--- config.mk ---
export PLATFORM = sky130hd
export DESIGN_NAME = bound_flasher_monitor
export DESIGN_NICKNAME = d
export VERILOG_FILES = /design/src/rtl/bound_flasher_monitor_pkg.sv /design/src/rtl/bound_flasher_monitor_thermo_decode.sv /design/src/rtl/bound_flasher_monitor.sv
export SDC_FILE = /design/constraint.sdc
export NUM_CORES = 1
export LEC_CHECK = 0
export BUFFER_PORTS_ARGS = -buffer_cell sky130_fd_sc_hd__buf_4
export CAP_MARGIN = 20
export CORE_ASPECT_RATIO = 0.8
export CORE_MARGIN = 3
export CORE_UTILIZATION = 45
export DETAILED_ROUTE_END_ITERATION = 10
export PLACE_DENSITY_LB_ADDON = 0.15
export RECOVER_POWER = 25
export SYNTH_ARGS = -nofsm -noshare
export SYNTH_HDL_FRONTEND = slang
export SYNTH_SLANG_ARGS = --single-unit
export TNS_END_PERCENT = 30
--- constraint.sdc ---
create_clock -name clk -period 13.5 [get_ports clk]
set_clock_uncertainty 0.2 [all_clocks]
set_input_delay 1.35 -clock clk [delete_from_list [all_inputs] [get_ports clk]]
set_output_delay 1.35 -clock clk [all_outputs]
set_load 0.02 [all_outputs]
--- src/rtl/bound_flasher_monitor_pkg.sv ---
// Shared definitions for the bound flasher monitor: sweep phase encodings,
// error codes and default sweep geometry. The bench imports this package too,
// so phase and error encodings have a single source.
package bound_flasher_monitor_pkg;

    // Sweep phase as reported on the phase output
    typedef enum logic [2:0] {
        PH_IDLE   = 3'd0,
        PH_UP1    = 3'd1,
        PH_DN1    = 3'd2,
        PH_UP2    = 3'd3,
        PH_DN2    = 3'd4,
        PH_UP3    = 3'd5,
        PH_DN3    = 3'd6,
        PH_RESYNC = 3'd7
    } phase_e;

    // Error codes; ERR_NONE only ever appears as the reset value
    localparam logic [1:0] ERR_NONE   = 2'd0;
    localparam logic [1:0] ERR_THERMO = 2'd1;
    localparam logic [1:0] ERR_STEP   = 2'd2;
    localparam logic [1:0] ERR_FLICK  = 2'd3;

    // Default sweep geometry
    localparam int BFM_WIDTH  = 16;
    localparam int BFM_PEAK1  = 16;
    localparam int BFM_VALLEY = 5;
    localparam int BFM_PEAK2  = 11;
    localparam int BFM_PEAK3  = 6;

    // Saturation value of the kick counter
    localparam logic [7:0] KICK_MAX = 8'hFF;

endpackage

--- src/rtl/bound_flasher_monitor_thermo_decode.sv ---
// thermo_decode: combinational decode of the LED bus. Produces the number of
// lit LEDs and a flag telling whether the bus is a clean thermometer code
// (the lit LEDs are exactly the lowest cnt positions).
module thermo_decode
    import bound_flasher_monitor_pkg::*;
#(
    parameter int WIDTH = BFM_WIDTH,
    parameter int CNT_W = $clog2(BFM_WIDTH + 1)
) (
    input  logic [WIDTH-1:0] led_in,
    output logic [CNT_W-1:0] cnt,
    output logic             is_thermo
);

    logic [CNT_W-1:0] cnt_s;
    logic [WIDTH-1:0] mask_s;

    // Popcount, then rebuild the ideal thermometer pattern for that count
    always_comb begin
        cnt_s  = {CNT_W{1'b0}};
        mask_s = {WIDTH{1'b0}};
        for (int i = 0; i < WIDTH; i++) begin
            cnt_s = cnt_s + CNT_W'(led_in[i]);
        end
        for (int i = 0; i < WIDTH; i++) begin
            mask_s[i] = (CNT_W'(i) < cnt_s);
        end
    end

    assign cnt       = cnt_s;
    assign is_thermo = (mask_s == led_in);

endmodule

--- src/rtl/bound_flasher_monitor.sv ---
// bound_flasher_monitor: passive observer of the bound flasher LED bus.
// Stage 1 registers led_in and flick_in; stage 2 decodes the registered bus,
// tracks the sweep phase and drives registered status outputs, so a sample
// taken at edge n is reflected on the outputs after edge n+1.
// Optional build macro: BFM_STRICT_FLICK_EN -- a kick-shaped reversal with the
// flick input low is reported as err_code 3 instead of being accepted.
module bound_flasher_monitor
    import bound_flasher_monitor_pkg::*;
#(
    parameter int WIDTH  = BFM_WIDTH,
    parameter int PEAK1  = BFM_PEAK1,
    parameter int VALLEY = BFM_VALLEY,
    parameter int PEAK2  = BFM_PEAK2,
    parameter int PEAK3  = BFM_PEAK3
) (
    input  logic                         clk,
    input  logic                         rst,
    input  logic [WIDTH-1:0]             led_in,
    input  logic                         flick_in,
    output logic [2:0]                   phase,
    output logic [$clog2(WIDTH+1)-1:0]   lit_count,
    output logic                         kick,
    output logic                         cycle_done,
    output logic                         err,
    output logic [1:0]                   err_code,
    output logic [7:0]                   kick_count
);

    localparam int CNT_W = $clog2(WIDTH + 1);
    localparam logic [CNT_W-1:0] CNT_ZERO   = CNT_W'(0);
    localparam logic [CNT_W-1:0] CNT_ONE    = CNT_W'(1);
    localparam logic [CNT_W-1:0] CNT_PEAK1  = CNT_W'(PEAK1);
    localparam logic [CNT_W-1:0] CNT_VALLEY = CNT_W'(VALLEY);
    localparam logic [CNT_W-1:0] CNT_PEAK2  = CNT_W'(PEAK2);
    localparam logic [CNT_W-1:0] CNT_PEAK3  = CNT_W'(PEAK3);

    // Input sampling stage
    logic [WIDTH-1:0] led_q;
    logic             flick_q;

    // Decode of the sampled bus
    logic [CNT_W-1:0] cnt_s;
    logic             is_thermo_s;
    logic             step_up_s;
    logic             step_dn_s;

    // Phase tracker and output registers
    phase_e           phase_q,      phase_d;
    logic [CNT_W-1:0] prev_count_q;
    logic [CNT_W-1:0] lit_count_q;
    logic             kick_q,       kick_d;
    logic             cycle_done_q, cycle_done_d;
    logic             err_q,        err_d;
    logic [1:0]       err_code_q,   err_code_d;
    logic [7:0]       kick_count_q, kick_count_d;

    // Per-cycle classification produced by the phase logic
    logic             step_err_s;
    logic             flick_err_s;
    logic             kick_ok_s;

    // Sample the LED bus and the flick input once per clock
    always_ff @(posedge clk or negedge rst) begin
        if (!rst) begin
            led_q   <= {WIDTH{1'b0}};
            flick_q <= 1'b0;
        end else begin
            led_q   <= led_in;
            flick_q <= flick_in;
        end
    end

    thermo_decode #(
        .WIDTH (WIDTH),
        .CNT_W (CNT_W)
    ) u_thermo_decode (
        .led_in    (led_q),
        .cnt       (cnt_s),
        .is_thermo (is_thermo_s)
    );

    assign step_up_s = (cnt_s == prev_count_q + CNT_ONE);
    assign step_dn_s = (cnt_s + CNT_ONE == prev_count_q);

    // Classify the step against the current phase and pick the next phase
    always_comb begin
        phase_d     = phase_q;
        step_err_s  = 1'b0;
        flick_err_s = 1'b0;
        kick_ok_s   = 1'b0;
        if (phase_q == PH_RESYNC) begin
            // Errors are not re-flagged while waiting for a dark bus
            if (is_thermo_s && (cnt_s == CNT_ZERO)) begin
                phase_d = PH_IDLE;
            end else begin
                phase_d = PH_RESYNC;
            end
        end else if (!is_thermo_s) begin
            phase_d = PH_RESYNC;
        end else begin
            case (phase_q)
                PH_IDLE: begin
                    if (cnt_s == CNT_ZERO) begin
                        phase_d = PH_IDLE;
                    end else if (step_up_s) begin
                        phase_d = PH_UP1;
                    end else begin
                        step_err_s = 1'b1;
                    end
                end
                PH_UP1: begin
                    if (step_up_s && (cnt_s <= CNT_PEAK1)) begin
                        phase_d = PH_UP1;
                    end else if (step_dn_s && (prev_count_q == CNT_PEAK1)) begin
                        phase_d = PH_DN1;
                    end else begin
                        step_err_s = 1'b1;
                    end
                end
                PH_DN1: begin
                    if (step_dn_s) begin
                        phase_d = PH_DN1;
                    end else if (step_up_s && (prev_count_q <= CNT_VALLEY) && flick_q) begin
                        kick_ok_s = 1'b1;
                        phase_d   = PH_UP1;
                    end else if (step_up_s && (prev_count_q == CNT_VALLEY)) begin
                        phase_d = PH_UP2;
                    end else if (step_up_s && (prev_count_q < CNT_VALLEY)) begin
                        // Kick-shaped reversal below the valley with flick low
`ifdef BFM_STRICT_FLICK_EN
                        flick_err_s = 1'b1;
`else
                        kick_ok_s = 1'b1;
                        phase_d   = PH_UP1;
`endif
                    end else begin
                        step_err_s = 1'b1;
                    end
                end
                PH_UP2: begin
                    if (step_up_s && (cnt_s <= CNT_PEAK2)) begin
                        phase_d = PH_UP2;
                    end else if (step_dn_s && (prev_count_q == CNT_PEAK2)) begin
                        phase_d = PH_DN2;
                    end else begin
                        step_err_s = 1'b1;
                    end
                end
                PH_DN2: begin
                    if (step_dn_s) begin
                        phase_d = PH_DN2;
                    end else if (step_up_s && flick_q &&
                                 ((prev_count_q == CNT_ZERO) || (prev_count_q == CNT_VALLEY))) begin
                        kick_ok_s = 1'b1;
                        phase_d   = PH_UP2;
                    end else if (step_up_s && (prev_count_q == CNT_ZERO)) begin
                        phase_d = PH_UP3;
                    end else if (step_up_s && (prev_count_q == CNT_VALLEY)) begin
                        // Kick-shaped reversal at the valley with flick low
`ifdef BFM_STRICT_FLICK_EN
                        flick_err_s = 1'b1;
`else
                        kick_ok_s = 1'b1;
                        phase_d   = PH_UP2;
`endif
                    end else begin
                        step_err_s = 1'b1;
                    end
                end
                PH_UP3: begin
                    if (step_up_s && (cnt_s <= CNT_PEAK3)) begin
                        phase_d = PH_UP3;
                    end else if (step_dn_s && (prev_count_q == CNT_PEAK3)) begin
                        phase_d = PH_DN3;
                    end else begin
                        step_err_s = 1'b1;
                    end
                end
                PH_DN3: begin
                    if (step_dn_s && (cnt_s == CNT_ZERO)) begin
                        phase_d = PH_IDLE;
                    end else if (step_dn_s) begin
                        phase_d = PH_DN3;
                    end else begin
                        step_err_s = 1'b1;
                    end
                end
                default: begin
                    step_err_s = 1'b1;
                end
            endcase
            if (step_err_s || flick_err_s) begin
                phase_d = PH_RESYNC;
            end else begin
                phase_d = phase_d;
            end
        end
    end

    // Build the pulse outputs with err > kick > cycle_done priority
    always_comb begin
        kick_d       = 1'b0;
        cycle_done_d = 1'b0;
        err_d        = 1'b0;
        err_code_d   = err_code_q;
        kick_count_d = kick_count_q;
        if (phase_q == PH_RESYNC) begin
            err_d = 1'b0;
        end else if (!is_thermo_s) begin
            err_d      = 1'b1;
            err_code_d = ERR_THERMO;
        end else if (step_err_s) begin
            err_d      = 1'b1;
            err_code_d = ERR_STEP;
        end else if (flick_err_s) begin
            err_d      = 1'b1;
            err_code_d = ERR_FLICK;
        end else if (kick_ok_s) begin
            kick_d = 1'b1;
            if (kick_count_q != KICK_MAX) begin
                kick_count_d = kick_count_q + 8'd1;
            end else begin
                kick_count_d = kick_count_q;
            end
        end else if ((phase_q == PH_DN3) && (phase_d == PH_IDLE)) begin
            cycle_done_d = 1'b1;
        end else begin
            err_d = 1'b0;
        end
    end

    // Phase, history and registered status outputs
    always_ff @(posedge clk or negedge rst) begin
        if (!rst) begin
            phase_q      <= PH_IDLE;
            prev_count_q <= CNT_ZERO;
            lit_count_q  <= CNT_ZERO;
            kick_q       <= 1'b0;
            cycle_done_q <= 1'b0;
            err_q        <= 1'b0;
            err_code_q   <= ERR_NONE;
            kick_count_q <= 8'd0;
        end else begin
            phase_q      <= phase_d;
            prev_count_q <= cnt_s;
            lit_count_q  <= cnt_s;
            kick_q       <= kick_d;
            cycle_done_q <= cycle_done_d;
            err_q        <= err_d;
            err_code_q   <= err_code_d;
            kick_count_q <= kick_count_d;
        end
    end

    assign phase      = phase_q;
    assign lit_count  = lit_count_q;
    assign kick       = kick_q;
    assign cycle_done = cycle_done_q;
    assign err        = err_q;
    assign err_code   = err_code_q;
    assign kick_count = kick_count_q;

endmodule

==> results of run 1 <==
[area by class of cell]
| class | instances | area, sq um |
|---|---|---|
| Sequential cell | 38 | 951 |
| Inverter | 34 | 133 |
| Timing Repair Buffer | 39 | 289 |
| Multi-Input combinational cell | 245 | 1860 |
| Clock inverter | 1 | 30.0 |
| Fill cell | 578 | 2710 |
| Tap cell | 81 | 101 |
| Clock buffer | 6 | 82.6 |
[sequential cells by signal (all words and copies together) (netlist names)]
register,flops
led_q,16
kick_count,8
err,1
flick_q,1
phase,3
lit_count,5
err_code,2
cycle_done,1
kick,1
[path summary, 6_finish.rpt]
| path | from | endpoint | slack, ns | cells after the start |
|---|---|---|---|---|
| setup / recovery | led_q[0]$_DFF_PN0_ | cycle_done$_DFF_PN0_ | 6.60 | 16 |
| hold / removal | kick_count[5]$_DFFE_PN0P_ | kick_count[5]$_DFFE_PN0P_ | 0.29 | 1 |
| setup reg to reg | led_q[0]$_DFF_PN0_ | cycle_done$_DFF_PN0_ | 6.60 | 16 |
| hold reg to reg | kick_count[5]$_DFFE_PN0P_ | kick_count[5]$_DFFE_PN0P_ | 0.29 | 1 |
| max in group asynchronous | rst | led_q[0]$_DFF_PN0_ | 10.47 | 1 |
| min in group asynchronous | rst | lit_count[3]$_DFF_PN0_ | 1.44 | 1 |
[cells by family after synthesis]
group	share of synthesized area [%]
DFF	31.7
AOI/OAI and AO/OA	21.0
xor gates and xnor gates	7.55
muxes	0.751
buffers and inverters	6.22
and+or+nand+nor	20.7
adders and majority gates	12.1
[report_power, final]
group,leakage (nW),switching (mW),internal (mW)
sequential,0.462,0.0182,0.124
clock,0.0573,0.0408,0.0591
combinational,1.04,0.348,0.211
total,1.56,0.407,0.394
[through the flow]
stage / power, mW / utilization [%]
after CTS: 0.793 / 56.0
after global routing: 0.859 / 56.0
after floorplan: 0.570 / -
after global placement: 0.680 / 54.2
final: 0.800 / 56.0
after detailed placement: 0.688 / 54.2
[layer usage]
layer | global-route usage (%) | share of wire (%)
met5 | 0 | 0
met4 | 4.56 | 0.70
met3 | 2.55 | 6.7
met2 | 30.5 | 42
met1 | 32.0 | 50
[placed cells by master (no fill, tap or decap), types with 4 or more instances in the layout]
cell / n
and2_1: 4
buf_4: 21
a211o_1: 4
a31oi_1: 6
ha_1: 13
clkbuf_8: 6
nand3_1: 13
nor3_1: 11
nor4_1: 7
a21oi_1: 10
nand2_1: 29
xor2_1: 11
nand2b_1: 6
inv_1: 33
clkbuf_4: 17
o211ai_1: 4
a211oi_1: 7
xnor2_1: 9
o21ai_0: 13
dfrtp_1: 38
nor2_1: 18
fa_1: 10
==> results.md, run 1 <==
* Status: finished with violations
* Failing checks: capacitance limit, slew limit
* Setup CP Type: flop to flop
* Clk Latency, worst-skew pair at a little under 0.3 ns
* Final std cells w/o fill at approximately 440
* Drc violations at 0
* Fin crit period at a little under 7 ns
* Final setup margin at 6.60 ns
* Total die area at between 7000 and 8000 sq um
* Routed WL at 7530 um
* FP Rows at 25
* Top post-synthesis cells by area: dfrtp_1 (32%), fa_1 (6.7%), ha_1 (5.4%)
* Seq/Total Area, Yosys at a little under a third
* Routed Antenna Nets at 0
* Core Region at about 6000 sq um
* Slew headroom at -37.6%
* Syn Area/Cell at approximately 9.1 sq um
* Hold Path Class: flop to flop
* Worst Setup Start Kind: flop
* Die W at approximately 100 um
* H-tree levels at 2
* Dpl cell area at around 3300 sq um
* Worst-Margin Slew at 2.06 ns
* # setup viols final at 0
* Cell taking the most area after synthesis: dfrtp_1
* Vias at between 2k and 3k
* Fmax at 145 MHz
* Setup TNS at 0 ns
* Net count after synthesis at 370
* Crit path max-delay cell type: a2111oi_2
* Cell mode on critical path: fa_1
* Asr flop ratio synth at 100%
* Synth Register Bits at 38
* Final Cycle Share at about half
* Most common cell in the synthesized netlist: dfrtp_1
* Synth Instances at 328
* Global route total overflow at 0
* Clk buf depth at 2
* Post-synth top cells: dfrtp_1 (38), inv_1 (33), nand2_1 (29)
* Inst Count DP at 437
* CTS root buf: clkbuf_8
* # IOs at 40
* Crit path max-delay family: adder cells
* Layout cells sized above 1 at between 15 and 20%
* GR Util All Layers at between 20 and 25%
* Final HPWL DP at between 5000 and 6000 um
* Via density at between 6 and 7
* CP Cell Sequence: ha_1 -> inv_1 -> fa_1 -> fa_1 -> fa_1 -> fa_1 -> fa_1 -> fa_1 -> xor2_4 -> mux2_2 -> o2111ai_1 -> o2111a_1 -> o221ai_1 -> a311o_1 -> a2111oi_2 -> nor4bb_1
* Initial Utilization at approximately half
* DP Worst Slack at around 6.7 ns
* Synthesized area at between 2000 and 3000 sq um
* Static Leak at between 1.5 and 2 nW
* Global-route wire length before repair at between 10,000 and 15,000 um
* Max-Cap Viols at 1
* Ys Warns at 0
* Chip Height at 79.0 um
* Vias in the first global route at about 2.5k
* GPL Wtd Cong at between 0.9 and 1
* Setup bufs post-CTS at 0
* Area grow syn2layout at 15.0%
* Pin count of the biggest net entering global routing at 39
* Crit path largest cell delay at around 0.58 ns
* Crit Path Max Fanout at 13
* ANT cells at 0
* PwrDens at 232 nW/um^2
* Peak supply drop at roughly 96 uV
* Clk slew on worst S/H paths at about 0.080 ns
* Ys flop type: dfrtp_1
* Final Cell Area at 3450 sq um
* WP data arrival at a little under 7 ns
* Worst EP required at 13.50 ns
* Post-CTS sizing at 0
* Final Hold Viols at 0
* Initial DRC Count at around 230
* CTS tree: done
* CP endpoint kind: flop
* Nets at between 400 and 500
* Clock sink count at 38
* CTS Buf Count at 5
* Post-synth cell types at between 70 and 80
* Bufs and invs on worst path at 1
* Max Transition Viols Final at 39
* Yosys top cell area share at a little under a third
* RSZ-0062 raised after global routing: false
* Initial antenna violation count at 0
* Hold_ws at about 0.29 ns
* Port Buf Inserts at 39
* Post-synth EDFFs at 0
* Post-CTS Hold Buffers at 0
* Routed WL per cell at 17.0 um
* Drt pass-1 iters at 5
(Power assumes the default switching activity.)
==> inputs of run 2 (changes only) <==
clock period = 6.65 ns   (was 13.5 ns; I/O delays follow)
==> results.md, run 2 (synthesized netlist as in run 1, its figures left out) <==
* FP Rows at 25
* Max-Cap Viols at 1
* Dpl cell area at around 3400 sq um
* Top Usage Layer GRT: met1
* R2r startpoint: led_q[0]$_DFF_PN0_
* H-tree levels at 2
* Port Buf Inserts at 39
* Final Cycle Share at 97.8%
* Layout cells sized above 1 at ~21%
* Global route total overflow at 0
* Worst EP required at 6.63 ns
* Worst-Margin Slew at just over 2 ns
* Max FFs per register at 16
* M2 GR Usage at 29.4%
* Vias at ~2.8k
* Vias in the first global route at between 2k and 3k
* Slew headroom at -38.3%
* Routed WL at about 7900 um
* Routed Antenna Nets at 0
* Biggest register: led_q
* Routed WL per cell at about 17 um
* Core Region at a little over 6000 sq um
* Commonest cells after routing, fill and taps aside: dfrtp_1 (38), buf_4 (38), inv_1 (33), nand2_1 (29), nor2_1 (18)
* Peak supply drop at ~250 uV
* Clk Latency, worst-skew pair at a little under 0.3 ns
* Setup CP Type: flop to flop
* Hold_ws at ~0.3 ns
* CTS tree: done
* GPL Wtd Cong at between 0.9 and 1
* R2R cell count at 17
* Drt pass-1 iters at 5
* Post-CTS Hold Buffers at 0
* PwrDens at a little over 500 nW/um^2
* Hold Crit Depth at 1
* # IOs at 40
* Final Hold Viols at 0
* Clock sink count at 38
* Fin crit period at 6.50 ns
* R2r setup slk at about 0.15 ns
* Clk slew on worst S/H paths at about 0.08 ns
* Setup TNS at 0 ns
* Initial DRC Count at roughly 320
* Via density at around 6.0
* R2r endpoint: kick_count[1]$_DFFE_PN0P_
* WP data arrival at around 6.5 ns
* Total die area at just under 8000 sq um
* Area grow syn2layout at 19.6%
* Die W at between 90 and 100 um
* GR Util All Layers at between 20% and 30%
* CP endpoint kind: flop
* Clk buf depth at 2
* # setup viols final at 0
* Initial Utilization at 48.7%
* CTS root buf: clkbuf_8
* Hold Path Class: flop to flop
* Met1 usage at 31.0%
* ANT cells at 0
* Fmax at 154 MHz
* Worst hold start: kick_count[7]$_DFFE_PN0P_
* Failing checks: capacitance limit, slew limit
* Met3 Use GR at about 3.2%
* Hold Crit Endpoint: kick_count[7]$_DFFE_PN0P_
* Inst Count DP at between 400 and 500
* Nets at around 420
* Worst Setup Start Kind: flop
* RSZ-0062 raised after global routing: false
* Static Leak at 1.66 nW
* Crit Path Max Fanout at 10
* Status: finished with violations
* Pin count of the biggest net entering global routing at 39
* Chip Height at roughly 80 um
* Global-route wire length before repair at roughly 13,000 um
* Max Transition Viols Final at 39
* CTS Buf Count at 5
* Drc violations at 0
* Final HPWL DP at ~6000 um
* Final Cell Area at between 3000 and 4000 sq um
* Final std cells w/o fill at about 460
* Initial antenna violation count at 0
-- run 2: worst max path at each step --
stage                       start                         to  slack, ns
2_1_floorplan  led_q[0]$_DFF_PN0_  kick_count[1]$_DFFE_PN0P_       0.35
3_3_place_gp   led_q[0]$_DFF_PN0_  kick_count[1]$_DFFE_PN0P_       0.19
3_5_place_dp   led_q[0]$_DFF_PN0_  kick_count[1]$_DFFE_PN0P_       0.01
4_1_cts        led_q[0]$_DFF_PN0_  kick_count[1]$_DFFE_PN0P_       0.01
5_1_grt        led_q[0]$_DFF_PN0_       cycle_done$_DFF_PN0_       0.04
6_report       led_q[0]$_DFF_PN0_  kick_count[1]$_DFFE_PN0P_       0.15
-- run 2: where the power goes --
group | switching (mW) | internal, mW | leakage, nW | total (mW)
registers | 0.0369 | 0.251 | 0.462 | 0.288
clock network | 0.0854 | 0.120 | 0.0573 | 0.206
logic | 0.754 | 0.563 | 1.14 | 1.32
-- run 2: stage by stage --
step	utilization [%]	power, mW	setup slack, ns
after detailed placement	55.3	1.47	0.0135
after global routing	58.2	1.93	0.0429
final	58.2	1.81	0.148
after global placement	55.3	1.45	0.187
after CTS	57.1	1.68	0.0129
after floorplan	-	1.16	0.349
-- run 2: area by class of cell --
type                    count  area [sq um]
fillers                   554          2570
multi-input cells         245          1870
flip-flops and latches     38           951
repair buffers             56           417
inverters                  34           133
well taps                  81           101
clock buffers               6          82.6
clock inverters             1          30.0
-- run 2: what timing repair did --
item                       4_1_cts  5_1_grt
gates resized for setup          0        4
cloned                           0        0
pin swaps                        1        1
setup buffers                    0        8
setup endpoints to repair        1       15
hold endpoints to repair         0        0
-- run 2: per-layer routing --
metal / wire (um) / up-vias
li1: - / 1291
met3: 709 / 20
met1: 3700 / 1318
met2: 3360 / 141
met4: 157 / 0
met5: 0 / -
-- run 2: critical path, cell delays in order (launching register included) --
cell and delay, ns:
dfrtp_1 0.42, ha_1 0.30, inv_1 0.07, fa_1 0.43
fa_1 0.52, fa_1 0.54, fa_1 0.43, fa_2 0.40
fa_2 0.46, xor2_4 0.32, buf_4 0.19, a21oi_1 0.06
o21ai_0 0.21, o22ai_1 0.11, or4_1 0.56, or4_4 0.60
nor3_4 0.24, mux2_1 0.34
